<file path="src/rtl/regfile_write_arbiter_pkg.sv">
// Shared types and constants for the register-file write arbiter.
// Optional conflict counter is enabled by defining REGWR_CONFLICT_CNT_EN.
package regfile_write_arbiter_pkg;

  typedef enum logic {
    PRIO0 = 1'b0,
    PRIO1 = 1'b1
  } prio_e;

  localparam int REG_ADDR_W = 5;
  localparam logic [REG_ADDR_W-1:0] ZERO_REG = '0;

  function automatic logic is_zero_reg(input logic [REG_ADDR_W-1:0] addr);
    return addr == ZERO_REG;
  endfunction

endpackage

</file>
<file path="src/rtl/regfile_write_arbiter_if.sv">
// Two writeback requesters plus the registered register-file write port.
// master = requester/regfile side, slave = arbiter side.
interface regfile_write_arbiter_if #(
  parameter int N = 32
);
  import regfile_write_arbiter_pkg::*;

  logic                  req0_valid;
  logic [REG_ADDR_W-1:0] req0_addr;
  logic [N-1:0]          req0_data;
  logic                  req0_ready;

  logic                  req1_valid;
  logic [REG_ADDR_W-1:0] req1_addr;
  logic [N-1:0]          req1_data;
  logic                  req1_ready;

  logic                  RegWrite;
  logic [REG_ADDR_W-1:0] WriteRegister;
  logic [N-1:0]          WriteData;

  modport master (
    output req0_valid, req0_addr, req0_data,
    output req1_valid, req1_addr, req1_data,
    input  req0_ready, req1_ready,
    input  RegWrite, WriteRegister, WriteData
  );

  modport slave (
    input  req0_valid, req0_addr, req0_data,
    input  req1_valid, req1_addr, req1_data,
    output req0_ready, req1_ready,
    output RegWrite, WriteRegister, WriteData
  );

endinterface

</file>
<file path="src/rtl/regfile_write_arbiter_rr_arbiter2.sv">
// 2-way round-robin grant with a two-state priority FSM.
// Grants are forced low while reset or hold is asserted.
module rr_arbiter2
  import regfile_write_arbiter_pkg::*;
(
  input  logic       clk,
  input  logic       reset,
  input  logic       hold_i,
  input  logic [1:0] valid_i,
  output logic [1:0] grant_o
);

  prio_e state_q, state_d;

  always_ff @(posedge clk) begin
    if (!reset) state_q <= PRIO0;
    else        state_q <= state_d;
  end

  always_comb begin
    grant_o = '0;
    state_d = state_q;
    if (reset && !hold_i) begin
      unique case (valid_i)
        2'b01:   grant_o = 2'b01;
        2'b10:   grant_o = 2'b10;
        2'b11:   grant_o = (state_q == PRIO0) ? 2'b01 : 2'b10;
        default: grant_o = '0;
      endcase
    end
    // Winner yields tie priority to the other requester.
    if (grant_o[0])      state_d = PRIO1;
    else if (grant_o[1]) state_d = PRIO0;
  end

endmodule

</file>
<file path="src/rtl/regfile_write_arbiter.sv">
// Register-file write arbiter: output register, zero-register filter and
// optional conflict counter (REGWR_CONFLICT_CNT_EN).
module regfile_write_arbiter
  import regfile_write_arbiter_pkg::*;
#(
  parameter int N = 32
) (
  input  logic                    clk,
  input  logic                    reset,
  input  logic                    hold,
  regfile_write_arbiter_if.slave  bus,
  output logic [15:0]             conflict_count
);

  logic [1:0]            valid, grant;
  logic [REG_ADDR_W-1:0] sel_addr;
  logic [N-1:0]          sel_data;

  logic                  RegWrite_q, RegWrite_d;
  logic [REG_ADDR_W-1:0] WriteRegister_q, WriteRegister_d;
  logic [N-1:0]          WriteData_q, WriteData_d;

  assign valid = {bus.req1_valid, bus.req0_valid};

  rr_arbiter2 u_arb (
    .clk     (clk),
    .reset   (reset),
    .hold_i  (hold),
    .valid_i (valid),
    .grant_o (grant)
  );

  assign bus.req0_ready = grant[0];
  assign bus.req1_ready = grant[1];

  assign sel_addr = grant[1] ? bus.req1_addr : bus.req0_addr;
  assign sel_data = grant[1] ? bus.req1_data : bus.req0_data;

  // Zero-register writes are consumed but never reach the regfile port,
  // so address/data keep their previous values for that slot.
  always_comb begin
    RegWrite_d      = 1'b0;
    WriteRegister_d = WriteRegister_q;
    WriteData_d     = WriteData_q;
    if ((|grant) && !is_zero_reg(sel_addr)) begin
      RegWrite_d      = 1'b1;
      WriteRegister_d = sel_addr;
      WriteData_d     = sel_data;
    end
  end

  always_ff @(posedge clk) begin
    if (!reset) begin
      RegWrite_q      <= 1'b0;
      WriteRegister_q <= '0;
      WriteData_q     <= '0;
    end else begin
      RegWrite_q      <= RegWrite_d;
      WriteRegister_q <= WriteRegister_d;
      WriteData_q     <= WriteData_d;
    end
  end

  assign bus.RegWrite      = RegWrite_q;
  assign bus.WriteRegister = WriteRegister_q;
  assign bus.WriteData     = WriteData_q;

`ifdef REGWR_CONFLICT_CNT_EN
  logic [15:0] cnt_q, cnt_d;

  always_comb begin
    cnt_d = cnt_q;
    if ((&valid) && !hold && (cnt_q != 16'hFFFF)) cnt_d = cnt_q + 16'd1;
  end

  always_ff @(posedge clk) begin
    if (!reset) cnt_q <= '0;
    else        cnt_q <= cnt_d;
  end

  assign conflict_count = cnt_q;
`else
  assign conflict_count = '0;
`endif

endmodule

</file>
<file path="src/flat_wrapper.sv">
// flat-port wrapper written by rule: the top's interface ports become plain ports
module regfile_write_arbiter_flat import regfile_write_arbiter_pkg::*;
#(
  parameter int N = 32
)
  (clk, reset, hold, conflict_count, bus_req0_valid, bus_req0_addr, bus_req0_data, bus_req1_valid, bus_req1_addr, bus_req1_data, bus_req0_ready, bus_req1_ready, bus_RegWrite, bus_WriteRegister, bus_WriteData);
  regfile_write_arbiter_if #(.N(N)) bus_i ();
  input  logic clk;
  input  logic reset;
  input  logic hold;
  output logic [15:0] conflict_count;
  input wire logic [$bits(bus_i.req0_valid)-1:0] bus_req0_valid;
  input wire logic [$bits(bus_i.req0_addr)-1:0] bus_req0_addr;
  input wire logic [$bits(bus_i.req0_data)-1:0] bus_req0_data;
  input wire logic [$bits(bus_i.req1_valid)-1:0] bus_req1_valid;
  input wire logic [$bits(bus_i.req1_addr)-1:0] bus_req1_addr;
  input wire logic [$bits(bus_i.req1_data)-1:0] bus_req1_data;
  output wire logic [$bits(bus_i.req0_ready)-1:0] bus_req0_ready;
  output wire logic [$bits(bus_i.req1_ready)-1:0] bus_req1_ready;
  output wire logic [$bits(bus_i.RegWrite)-1:0] bus_RegWrite;
  output wire logic [$bits(bus_i.WriteRegister)-1:0] bus_WriteRegister;
  output wire logic [$bits(bus_i.WriteData)-1:0] bus_WriteData;
  assign bus_i.req0_valid = bus_req0_valid;
  assign bus_i.req0_addr = bus_req0_addr;
  assign bus_i.req0_data = bus_req0_data;
  assign bus_i.req1_valid = bus_req1_valid;
  assign bus_i.req1_addr = bus_req1_addr;
  assign bus_i.req1_data = bus_req1_data;
  assign bus_req0_ready = bus_i.req0_ready;
  assign bus_req1_ready = bus_i.req1_ready;
  assign bus_RegWrite = bus_i.RegWrite;
  assign bus_WriteRegister = bus_i.WriteRegister;
  assign bus_WriteData = bus_i.WriteData;
  regfile_write_arbiter #(.N(N)) u_core (.clk(clk), .reset(reset), .hold(hold), .bus(bus_i), .conflict_count(conflict_count));
endmodule
</file>
<file path="config.mk">
export PLATFORM = sky130hd
export DESIGN_NAME = regfile_write_arbiter_flat
export DESIGN_NICKNAME = d
export VERILOG_FILES = /design/src/rtl/regfile_write_arbiter_pkg.sv /design/src/rtl/regfile_write_arbiter_if.sv /design/src/rtl/regfile_write_arbiter_rr_arbiter2.sv /design/src/rtl/regfile_write_arbiter.sv /design/src/flat_wrapper.sv
export SDC_FILE = /design/constraint.sdc
export NUM_CORES = 1
export LEC_CHECK = 0
export CORE_UTILIZATION = 37
export DETAILED_ROUTE_END_ITERATION = 6
export PLACE_DENSITY = 0.92
export SYNTH_ARGS = -nofsm -noshare
export SYNTH_HDL_FRONTEND = slang
export SYNTH_SLANG_ARGS = --single-unit
</file>
<file path="constraint.sdc">
create_clock -name clk -period 2.65 [get_ports clk]
set_input_delay 0.53 -clock clk [delete_from_list [all_inputs] [get_ports clk]]
set_output_delay 0.53 -clock clk [all_outputs]
set_load 0.03 [all_outputs]
</file>
==> summary.txt <==
Congestion Overflow GR: 0
Vias: 2,022
I/O pins: 135
Vias in the first global route: 2,031
Max-slew violation count: 0
Post-synth top area share: 37.1%
WP depth: 5
Fraction of layout cells with a size suffix above 1: 12.0%
Max Cap Viol: 0
Reg2Reg Depth: 4
Netlist cell types: 27
Worst-Skew Late Latency: 290 ps
Std-Cell Rows: 27
Synth area leader: dfxtp_1
CTS tree: built
Area contributors post-synth: dfxtp_1 37%, mux2i_1 18%, a211oi_2 12%
CTS Buf Count: 5
Clock power frac: 28.5%
Final min period: 2370 ps
WL/cell: 15.0 um
Clock root buffer: clkbuf_8
CP Launch Type: input pin
Buffers on Ports: 118
Die area: 5990 um^2
Top FF cell, synth: dfxtp_1
Area delta synth->final: 59.4%
P_leak: 1.40 nW
Fmax: 423 MHz
Crit path from: reset
Pin count of the biggest net entering global routing: 39
Hold Startpoint: u_core.bus.WriteRegister[2]
Gr usage total: 19.2%
Worst stage delay on the critical path: 580 ps
CTS clock-pin slew for the worst setup and hold paths: 70 ps
Fraction of registers with async set/reset: 0%
Die W: 77.4 um
Power per cell area: 464 nW/um^2
Drt drc: 0
CTS max path bufs: 2
Int Power: 1.09 mW
Critical path's top delay family: buffers and inverters
CTS sink cnt: 39
VDD IR-drop max: 0.286 mV
CP cell instances: clkdlybuf4s50_1 > nand3b_1 > or2_2 > inv_1 > buf_4
1st-iter DRT viols: 105
Sw power: 0.464 mW
Status: complete, no violations
Number of synthesized register bits: 39
Yosys warnings: 0
Number of enable flip-flop cells after synthesis: 0
Final net count: 395
Crit path buffers/inverters: 3
Post-DP HPWL: 4.19 mm
Final hold slack: 478 ps
Cts hold-fix bufs: 0
Hold depth: 2
Sequential power share: 41.5%
H-tree depth: 2
Initial antenna violation count: 0
Syn Std Cell Area: 2100 um^2
Slew margin rel.: 64.8%
Global-route wire length before repair: 9.23 mm
Sw Share: 29.8%
Setup TNS: 0 ps
Starting density of the core: 38.2%
Core area: 5510 um^2
CP Class: in2out
Final Hold Viols: 0
RSZ-0062 raised after global routing: false
Maximum net fanout on the critical path: 6
Final WL: 5.82 mm
Pre-Repair DR Iteration Count: 4
Gate Count Post-Synth: 209
Via density: 5.20
Chip height: 77.4 um
Number of gates resized after CTS: 0
Crit. End Element: primary output
RD Place Congestion: 0.747
Worst-Margin Slew: 529 ps
Tcrit/Tclk final: 89.3%
Average cell area after synthesis: 10.1 um^2
WP data required: 2120 ps
HP Class: reg2reg
Post-route ant nets: 0
RR Startpoint: u_core.u_arb.state_q
Combinational Power Share: 30.0%
Most common cell in the netlist: dfxtp_1
CP Data Arrival Time: 1840 ps
Setup-failing EPs final: 0
Post-synth top cells: 39 x dfxtp_1, 37 x mux2i_1, 34 x a31oi_1
Max Clock Skew: 8.24 ps
Register area share after synthesis: 37.1%
Slowest cell on the critical path: clkdlybuf4s50_1
ANT cells: 0
Postcts setup bufs: 0
[cell type report]
cell class / instances / area [um^2]
Inverter: 3 / 11.3
Fill cell: 477 / 2150
Clock buffer: 7 / 96.3
Tap cell: 72 / 90.1
Multi-Input combinational cell: 143 / 1130
Clock inverter: 1 / 7.51
Timing Repair Buffer: 124 / 1230
Sequential cell: 39 / 781
[path summary, 6_finish.rpt]
kind	end	slack, ps
max	bus_req1_ready	280
min	u_core.bus.WriteRegister[2]	480
max reg2reg	u_core.bus.WriteData[12]	870
min reg2reg	u_core.bus.WriteRegister[2]	480
[routing by layer]
| metal | vias to the layer above | routed length (um) | GRT usage, % |
|---|---|---|---|
| met5 | - | 0 | 0 |
| met4 | 0 | 26 | 5.09 |
| met3 | 5 | 493 | 5.76 |
| met2 | 90 | 2890 | 35.8 |
| met1 | 942 | 2410 | 20.9 |
| li1 | 985 | - | - |
[kinds of logic (layout without fill, tap and decap cells)]
kind of cell    count (synthesis)  in the layout  share of synthesized area, %
flops                          39             39                          37.1
other cells                     1             16                         0.178
mux                            37             37                          17.6
simple gates                   13             13                          3.63
buf+inv                        42            135                          11.7
compound gates                 77             77                          29.7
[placed cells by master, fill, tap and decap left out, types with 3 or more instances in the layout]
| master | n |
|---|---|
| a211oi_2 | 20 |
| conb_1 | 16 |
| dfxtp_1 | 39 |
| clkdlybuf4s50_1 | 116 |
| clkbuf_8 | 7 |
| nand2_1 | 4 |
| a211oi_1 | 14 |
| a31oi_1 | 34 |
| buf_4 | 7 |
| mux2i_1 | 37 |
| o22ai_1 | 3 |
[power groups by stage]
| stage | clock network (mW) | logic, mW | registers (mW) |
|---|---|---|---|
| detailed placement | 0 | 0.468 | 0.659 |
| floorplan | 0 | 0.190 | 0.733 |
| CTS | 0.453 | 0.469 | 0.646 |
| global route | 0.474 | 0.494 | 0.651 |
| finish | 0.444 | 0.466 | 0.646 |
| global placement | 0 | 0.457 | 0.658 |
[worst reg2reg max path: cells and delay by family, from the launching register on]
family / cells / cell delay [ps]
AND/OR/NAND/NOR: 3 / 980
AO/OA/AOI/OAI: 1 / 310
flip-flops: 1 / 390
[registers in the layout (all words and copies together) (netlist names)]
register                  cells
u_core.bus.WriteData         32
u_core.bus.WriteRegister      5
u_core.bus.RegWrite           1
u_core.u_arb.state_q          1
[stage by stage]
stage	setup WS, ps	util (%)	instances	area, um^2	total power [mW]
CTS	297	60.9	389	3350	1.57
detailed placement	-0.939	59.0	381	3250	1.13
global placement	76.9	59.0	381	3250	1.12
finish	284	60.9	389	3350	1.56
global route	200	60.9	389	3350	1.62
floorplan	415	-	224	2160	0.923
Power figures use the tool's default switching activity.
